--- src/rtl/guard_pkg.sv ---
// Shared definitions for the guarded serial link: frame states, default width
// and the bit positions of the status fields in the receiver output word.
package guard_pkg;

  localparam int DATA_W_DEFAULT = 8;
  localparam int FRAME_LEN      = DATA_W_DEFAULT + 3;

  typedef enum logic [2:0] {
    IDLE,
    DATA,
    PARITY,
    STOP,
    BREAK
  } state_t;

  // Output word is {valid, frame_err, parity_err, data}; status bits sit above the payload.
  function automatic int validPos(input int dataW);
    return dataW + 2;
  endfunction

  function automatic int frameErrPos(input int dataW);
    return dataW + 1;
  endfunction

  function automatic int parityErrPos(input int dataW);
    return dataW;
  endfunction

endpackage

--- src/rtl/guard_rx_shift.sv ---
// LSB-first receive shift register with a running even-parity accumulator.
module guard_rx_shift
  import guard_pkg::*;
#(
  parameter int DATA_W = DATA_W_DEFAULT
) (
  input  logic              clk,
  input  logic              rst,
  input  logic              shift_en,
  input  logic              clear,
  input  logic              bit_in,
  output logic [DATA_W-1:0] data,
  output logic              parity
);

  // New bits enter at the MSB so the first bit received ends up in data[0].
  always_ff @(posedge clk or negedge rst) begin
    if (!rst) begin
      data   <= '0;
      parity <= 1'b0;
    end else if (clear) begin
      data   <= '0;
      parity <= 1'b0;
    end else if (shift_en) begin
      data   <= {bit_in, data[DATA_W-1:1]};
      parity <= parity ^ bit_in;
    end
  end

endmodule

--- src/rtl/guard_frame_rx.sv ---
// Serial frame receiver: start, DATA_W bits LSB first, even parity, stop.
// Reports every frame (including bad ones) with a one-cycle valid pulse.
module guard_frame_rx
  import guard_pkg::*;
#(
  parameter int DATA_W = DATA_W_DEFAULT
) (
  input  logic              clk,
  input  logic              rst,
  input  logic              __in0,
  output logic [DATA_W+2:0] __out0
);

  localparam int CNT_W      = $clog2(DATA_W + 1);
  localparam int VALID_POS  = validPos(DATA_W);
  localparam int FERR_POS   = frameErrPos(DATA_W);
  localparam int PERR_POS   = parityErrPos(DATA_W);
  localparam logic [CNT_W-1:0] LAST_BIT = CNT_W'(DATA_W - 1);
  localparam logic [CNT_W-1:0] CNT_MAX  = CNT_W'(DATA_W);

  state_t              r_state;
  logic [CNT_W-1:0]    r_bitCnt;
  logic                r_parBit;
  logic [DATA_W+2:0]   r_out;

  logic                w_shiftEn;
  logic                w_clear;
  logic [DATA_W-1:0]   w_data;
  logic                w_parity;

  assign w_shiftEn = (r_state == DATA);
  assign w_clear   = (r_state == IDLE) && !__in0;
  assign __out0    = r_out;

  guard_rx_shift #(
    .DATA_W(DATA_W)
  ) u_shift (
    .clk     (clk),
    .rst     (rst),
    .shift_en(w_shiftEn),
    .clear   (w_clear),
    .bit_in  (__in0),
    .data    (w_data),
    .parity  (w_parity)
  );

  // The result word is loaded on the edge that samples the stop bit, so it is
  // visible the following cycle; valid self-clears on every other edge.
  always_ff @(posedge clk or negedge rst) begin
    if (!rst) begin
      r_state  <= IDLE;
      r_bitCnt <= '0;
      r_parBit <= 1'b0;
      r_out    <= '0;
    end else begin
      r_out[VALID_POS] <= 1'b0;
      case (r_state)
        IDLE: begin
          if (!__in0) begin
            r_state  <= DATA;
            r_bitCnt <= '0;
          end
        end
        DATA: begin
          if (r_bitCnt != CNT_MAX) begin
            r_bitCnt <= r_bitCnt + CNT_W'(1);
          end
          if (r_bitCnt == LAST_BIT) begin
            r_state <= PARITY;
          end
        end
        PARITY: begin
          r_parBit <= __in0;
          r_state  <= STOP;
        end
        STOP: begin
          r_out[VALID_POS]    <= 1'b1;
          r_out[FERR_POS]     <= !__in0;
          r_out[PERR_POS]     <= r_parBit ^ w_parity;
          r_out[DATA_W-1:0]   <= w_data;
          // A low stop bit must not be mistaken for the next start bit.
          r_state <= __in0 ? IDLE : BREAK;
        end
        BREAK: begin
          if (__in0) begin
            r_state <= IDLE;
          end
        end
        default: r_state <= IDLE;
      endcase
    end
  end

endmodule

--- config.mk ---
export PLATFORM = sky130hd
export DESIGN_NAME = guard_frame_rx
export DESIGN_NICKNAME = d
export VERILOG_FILES = /design/src/rtl/guard_pkg.sv /design/src/rtl/guard_rx_shift.sv /design/src/rtl/guard_frame_rx.sv
export SDC_FILE = /design/constraint.sdc
export NUM_CORES = 1
export LEC_CHECK = 0
export CAP_MARGIN = 30
export CORE_ASPECT_RATIO = 0.75
export CORE_MARGIN = 5
export CORE_UTILIZATION = 25
export CTS_CLUSTER_DIAMETER = 120
export DETAILED_ROUTE_END_ITERATION = 7
export PLACE_DENSITY = 0.53
export SLEW_MARGIN = 40
export SYNTH_ARGS = -nofsm -noshare
export SYNTH_HDL_FRONTEND = slang
export SYNTH_SLANG_ARGS = --single-unit
--- constraint.sdc ---
create_clock -name clk -period 1.8 [get_ports clk]
set_input_delay 0.27 -clock clk [delete_from_list [all_inputs] [get_ports clk]]
set_output_delay 0.27 -clock clk [all_outputs]
set_load 0.03 [all_outputs]
[After elaboration in Yosys (flattened, before gate mapping)]
Cells that the tools add are included.
Word-level totals
  bits in registers: 28
  bits in latches: 0
  RAM bits: 0
  bits in read-only memories: 0
  input bits: 3
  output and inout port bits: 11
  word-level logic and storage cells: 40
  memories: 0
Operators by class
  $add $sub $neg: 1
  $mul: 0
  div/mod/pow operators: 0
  magnitude comparators: 0
  equal/unequal tests: 10
  shift-type cells: 0
  multiplexer cells: 13
  bitwise operators: 2
  reduce and logical (&&, ||, !) cells: 7
Operator list (count)
  8-bit 2-to-1 mux: 2
  3-bit case mux with 5 select lines: 1
  3-bit 2-to-1 mux: 4
  11-bit 2-to-1 mux: 1
  4-bit 2-to-1 mux: 2
  2-bit != test (second input constant): 4
  4-bit case mux with 2 select lines: 1
  3-bit by 2-bit equality test with 1-bit output (second input constant): 2
  3-bit AND reduction: 2
  4-bit by 1-bit adder with 4-bit output (second input constant): 1
  4-bit by 3-bit equality test with 1-bit output (second input constant): 1
  4-bit != test (second input constant): 1
  2-bit nonzero test: 2
  3-bit by 1-bit equality test with 1-bit output (second input constant): 1
  3-bit equality test (second input constant): 1
  3-bit zero test: 1
  1-bit 2-to-1 mux: 2
  1-bit bitwise XOR: 2
  1-bit logical AND: 1
  1-bit zero test: 1

[Longest topological paths before layout]
Gate-level depths: netlist of run 1.
  depth after elaboration: 3
  mapped depth: 5

[Cells and area by module]
A second synthesis of run 1 with hierarchy kept.
Unflattened totals
  cell total of the unflattened synthesis: 103
  area total of the unflattened synthesis: 1298.7 um^2
By module, submodules not included
  guard_frame_rx: instances 1, cells each 73, area an instance 922.1 um^2, seq. area each 475.5 um^2
  guard_rx_shift: instances 1, cells each 30, area an instance 376.6 um^2, seq. area each 225.2 um^2

[Worst setup path before layout of run 1]
Ideal clock, no wire load.
  path type: register to register
  start: register r_bitCnt[0]
  end: register r_state[0]
  arrival: 1326 ps
  required time: 1723 ps
  setup slack: 396 ps
  stages on the path, launching flop included: 5
  path buffers: 0
  period minus slack after synthesis: 1404 ps
  cells stage by stage: dfrtp_1 -> ha_1 -> and3b_1 -> or3b_2 -> a21oi_1
On the way
  longest elaborated chain between the ends: 3
RTL lines
  start, declared: RTL line guard_frame_rx.sv:22  | logic [CNT_W-1:0] r_bitCnt;
  start signal, assigned: RTL line guard_frame_rx.sv:66  | r_bitCnt <= r_bitCnt + CNT_W'(1);
  4-bit by 3-bit equality test with 1-bit output: RTL line guard_frame_rx.sv:68  | if (r_bitCnt == LAST_BIT) begin
  2-bit != test (no line)
  3-bit AND reduction (no line)
  end signal, assigned: RTL line guard_frame_rx.sv:82  | r_state <= __in0 ? IDLE : BREAK;
  end, declared: RTL line guard_frame_rx.sv:21  | state_t r_state;
Every way passes these cells.
A chain may end at the register's enable or synchronous reset.

[Final worst setup path of run 1]
  start: register r_out[7], in the netlist __out0[7]
  end: output port __out0[7]
RTL lines
  start, declared: RTL line guard_frame_rx.sv:24  | logic [DATA_W+2:0] r_out;
  start signal, assigned by index: RTL line guard_frame_rx.sv:78  | r_out[FERR_POS] <= !__in0;
  start signal, assigned by index: RTL line guard_frame_rx.sv:79  | r_out[PERR_POS] <= r_parBit ^ w_parity;
  start signal, assigned by index: RTL line guard_frame_rx.sv:80  | r_out[DATA_W-1:0] <= w_data;
  end, declared: RTL line guard_frame_rx.sv:11  | output logic [DATA_W+2:0] __out0
No word-level cell between the ends.

==> metrics.txt, run 1 <==
r2r endpoint=r_state[0]$_DFFE_PN0P_; site row count=22; Die Y=71.08 um; DP Worst Slack=260.9 ps; Mapped Cells=101; # nets final=125; slowest cell on the critical path=clkdlybuf4s50_1; number of synthesized flops with an enable pin=0; CTS resizes=0; min Tclk post-route=1573 ps; Gate power share=43.3%; Sw Ratio=36.77%; RSZ-0062 raised after global routing=false; setup_tns=0 ps; vias in the first global route=809; Buf/Inv on CP=1; post-synthesis register bit count=28; commonest non-fill, non-tap cells in the layout=dfrtp_1 (28), clkdlybuf4s50_1 (13), nor2_1 (10); P_leak=0.7227 nW; P&R area growth vs syn=21.33%; Int Pwr=1.653 mW; All-Layer GR Usage=7.235%; final hold viol count=0; IO buf count=13; Max Slew Vio Count=0; synthesized area per cell=12.31 um^2; Async SR Flop Fraction=100.0%; f_max=635.9 MHz; via count=802; power density over the cells=1733 nW/um^2; Starting Density=25.67%; slew margin rel.=71.84%; Net Sw Power=0.9614 mW; most common cell after layout, fill and taps aside=dfrtp_1; FF-to-FF path depth=4; DRT antenna net count=0; postcts setup bufs=0; Root Driver=clkbuf_8; endpoints failing setup=0; initial antenna violation count=0; Die ar.=6500 um^2; Min Hold Slack=364.7 ps; drt first pass iters=4; Clk pwr share=14.3%; drt first-iter violations=40; die width=91.45 um; I/O pin cnt=14; top area cells in the synthesized netlist=dfrtp_1 (56%), mux2_2 (8.1%), mux2i_1 (7.2%), nor2_1 (3.0%), nand2_1 (2.1%); Num CTS Buffers=3; min setup slack post-route=227.4 ps; RR Startpoint=r_bitCnt[0]$_DFFE_PN0P_; IR drop worst, VDD=0.8880 mV; sequential area share after synthesis=56.34%; DPL Wire Length=1529 um; top cell type by total area after synthesis=dfrtp_1; gr ovfl total=0; number of diodes=0; crit end category=primary output; final wirelength=2147 um; FF-to-FF setup slack=270 ps; top cell type's share of synthesized area=56.34%; mapped cell area=1244 um^2; core area=4845 um^2; H-tree Lvls=1; TritonCTS clock tree=built; Worst setup SP type=flip-flop; Least-Margin Pin Slew=422.3 ps; status=complete, no violations; Hold-fix buffers, CTS=0; CP Class=reg -> out; Hold Crit Class=in -> async; Max-Cap Viols=0; Max stage delay on crit path=680 ps; Mapped Nets=106; clock latency at the later pin of the worst-skew pair=270 ps; Synthesis Warnings=0; data arrival time of the worst path=1300 ps; CTS sink count=28; WL/cell=11.99 um; first-pass GRT wire length=3877 um; final RePlAce weighted congestion=0.7511; final period utilization=87.37%; pin count of the biggest net entering global routing=29; CP cell instances=clkdlybuf4s50_1; fill cell count=507; Yosys cell types=29; DR DRC count=0; Worst Clk Skew=2.624 ps; Sequential Power Share=42.4%; vias per cell=4.480; proportion of layout cells with a drive suffix above 1=19.33%; Most used DFF post-synth=dfrtp_1; Clock Path Buffers=2; CP required=1530 ps; worst-path maximum fanout=2; delay-heaviest family, CP=buffers and inverters; Worst-path clk slew=90 ps
[synth_stat cells, drive strengths merged, types with 2 or more instances]
cell and count:
o21ai 5, nand2 7, mux2 9, mux2i 9
nand3b 2, inv 5, ha 2, a21oi 4
buf 5, dfrtp 28, nor2 10
[sequential cells by signal, indices dropped and copies added (netlist names)]
| name | count |
|---|---|
| __out0 | 11 |
| r_bitCnt | 4 |
| r_parBit | 1 |
| r_state | 3 |
| u_shift.data | 8 |
| u_shift.parity | 1 |
[worst max path at each step]
stage / startpoint / end / cells after the start
3_3_place_gp: __in0 / r_bitCnt[2]$_DFFE_PN0P_ / 3
3_5_place_dp: __in0 / r_bitCnt[2]$_DFFE_PN0P_ / 3
6_report: __out0[7]$_DFFE_PN0P_ / __out0[7] / 1
2_1_floorplan: r_bitCnt[0]$_DFFE_PN0P_ / r_state[0]$_DFFE_PN0P_ / 4
4_1_cts: __out0[9]$_DFFE_PN0P_ / __out0[9] / 1
5_1_grt: __out0[5]$_DFFE_PN0P_ / __out0[5] / 1
[final cells by class]
type	instances	area (um^2)	share of cell area, %
well taps	60	75.07	4.975
inverters	5	18.77	1.244
multi-input cells	63	484.2	32.09
repair buffers	19	175.2	11.61
clock buffers	4	55.05	3.648
flip-flops and latches	28	700.7	46.43
[cell families (layout without fill, tap and decap cells)]
| logic type | count (synthesis) | in the layout | synth area share (%) |
|---|---|---|---|
| simple gates | 28 | 28 | 13.78 |
| flops | 28 | 28 | 56.34 |
| buf+inv | 10 | 28 | 4.729 |
| mux | 18 | 18 | 15.39 |
| compound gates | 14 | 14 | 7.043 |
| xor+xnor | 1 | 1 | 0.7044 |
| fa+ha+maj | 2 | 2 | 2.012 |
[per-layer routing]
metal	part of all wire [%]	vias to the layer above	GRT usage [%]
li1	-	391	-
met1	49	397	9.595
met4	0.79	0	1.954
met5	0	-	0
met3	4.3	2	2.657
met2	46	12	11.12
[power by group through the flow]
stage | Sequential (mW) | Clock [mW] | Combinational [mW]
detailed placement | 1.12 | 0 | 1.15
global route | 1.15 | 0.421 | 1.25
floorplan | 1.22 | 0 | 0.702
finish | 1.11 | 0.373 | 1.13
global placement | 1.11 | 0 | 1.13
CTS | 1.11 | 0.397 | 1.15
[stage by stage]
step / std cells / total power, mW / utilization, % / instance area, um^2
2_1_floorplan: 101 / 1.923 / - / 1244
3_3_place_gp: 175 / 2.238 / 30.01 / 1454
3_5_place_dp: 175 / 2.268 / 30.01 / 1454
4_1_cts: 179 / 2.662 / 31.15 / 1509
5_1_grt: 179 / 2.828 / 31.15 / 1509
6_report: 179 / 2.615 / 31.15 / 1509
Power figures use the tool's default switching activity.
==> run 2, diff against run 1 <==
--- a/config.mk
+++ b/config.mk
@@ -14,3 +14,3 @@
 export PLACE_DENSITY = 0.53
-export SLEW_MARGIN = 40
+export SLEW_MARGIN = 20
 export SYNTH_ARGS = -nofsm -noshare
==> constraint.sdc (replaced) <==
create_clock -name clk -period 1.8 [get_ports clk]
set_input_delay 0.45 -clock clk [delete_from_list [all_inputs] [get_ports clk]]
set_output_delay 0.45 -clock clk [all_outputs]
set_load 0.03 [all_outputs]
==> metrics.txt, run 2 (synthesized netlist as in run 1, its figures left out) <==
status=complete, no violations; slowest cell on the critical path=clkdlybuf4s50_1; Max stage delay on crit path=670 ps; Starting Density=25.67%; Root Driver=clkbuf_8; Worst Clk Skew=2.167 ps; Placed Instances=175; Min Hold Slack=505.1 ps; Worst-path clk slew=100 ps; Worst setup SP type=flip-flop; P_leak=0.8056 nW; placed inst area=1454 um^2; WL/cell=12.54 um; DR DRC count=0; Worst Hold Launch=r_bitCnt[3]$_DFFE_PN0P_; Die ar.=6500 um^2; vias per cell=4.447; crit end category=primary output; slew margin rel.=71.45%; final RePlAce weighted congestion=0.7602; DP Worst Slack=69.68 ps; power density over the cells=1781 nW/um^2; final hold viol count=0; clock latency at the later pin of the worst-skew pair=270 ps; core area=4845 um^2; worst setup path start=__out0[5]$_DFFE_PN0P_; Num CTS Buffers=3; CP required=1350 ps; post-route design area=1538 um^2; first-pass GRT wire length=3884 um; Multi-input gate area=484.2 um^2; Die Y=71.08 um; commonest non-fill, non-tap cells in the layout=dfrtp_1 (28), nor2_1 (10), mux2_2 (9), mux2i_1 (9), clkdlybuf4s50_1 (8); CTS sink count=28; Max Slew Vio Count=0; All-Layer GR Usage=7.127%; Max-Cap Viols=0; worst-path maximum fanout=2; overall power=2.739 mW; proportion of layout cells with a drive suffix above 1=19.33%; Least-Margin Pin Slew=428.3 ps; register area=700.7 um^2; pin count of the biggest net entering global routing=29; IO buf count=13; r2r endpoint=r_state[0]$_DFFE_PN0P_; CP cell instances=clkdlybuf4s50_1; drt first-iter violations=28; H-tree Lvls=1; P&R area growth vs syn=23.64%; I/O pin cnt=14; Hold Crit Class=reg -> reg; final wirelength=2245 um; final cell count without fillers=179; data arrival time of the worst path=1310 ps; IR drop worst, VDD=0.6067 mV; postcts setup bufs=0; f_max=569.3 MHz; Hold Path Stages=1; number of diodes=0; via count=796; drt first pass iters=4; Buf/Inv on CP=1; FF-to-FF setup slack=270 ps; final period utilization=97.58%; DRT antenna net count=0; endpoints failing setup=0; die width=91.45 um; worst hold endpoint=r_bitCnt[3]$_DFFE_PN0P_; TritonCTS clock tree=built; vias in the first global route=841; RSZ-0062 raised after global routing=false; site row count=22; DPL Wire Length=1553 um; FF-to-FF path depth=4; gr ovfl total=0; setup_tns=0 ps; final core occ=31.74%; fill cell count=506; RR Startpoint=r_bitCnt[0]$_DFFE_PN0P_; initial antenna violation count=0; # nets final=125; min Tclk post-route=1756 ps; delay-heaviest family, CP=buffers and inverters; CP Class=reg -> out; Clock Path Buffers=2; Largest register FFs=11; most common cell after layout, fill and taps aside=dfrtp_1; min setup slack post-route=43.53 ps
==> run 2: metal layers <==
layer	up-vias	track usage, %	wire length [um]
li1	384	-	-
met4	0	2.443	9
met5	-	0	0
met3	2	1.382	63
met2	12	11.04	996
met1	398	9.935	1175
==> run 2: repair_timing <==
item | in CTS | in global routing
resized for setup | 0 | 5
hold buffers | 0 | 0
endpoints found under the setup margin | 0 | 5
==> run 2: final cells by class <==
| cell class | count | area share (%) |
|---|---|---|
| multi-input combinational | 63 | 31.49 |
| tap | 60 | 4.882 |
| sequential | 28 | 45.57 |
| inverter | 5 | 1.221 |
| timing repair buffer | 19 | 12.21 |
| clock buffer | 3 | 2.685 |
| clock inverter | 1 | 1.953 |
==> run 2: power by group <==
part	internal (mW)	switching (mW)	total, mW
logic	0.568	0.563	1.13
registers	0.884	0.227	1.11
clock network	0.298	0.199	0.497
total	1.75	0.989	2.74
==> run 2: worst max path at each step <==
stage | cells after the start | slack, ps | end
after floorplan | 4 | 400 | r_state[0]$_DFFE_PN0P_
after global placement | 3 | 100 | r_bitCnt[2]$_DFFE_PN0P_
after detailed placement | 3 | 70 | r_bitCnt[2]$_DFFE_PN0P_
after CTS | 1 | 8 | __out0[0]
after global routing | 1 | 0.04 | __out0[3]
final | 1 | 40 | __out0[5]
==> run 3, diff against run 2 <==
Settings changed: ABC_CLOCK_PERIOD_IN_PS set to 1800.
==> results of run 3 <==
The final DEF is identical to that of run 2; final timing and power are the same.
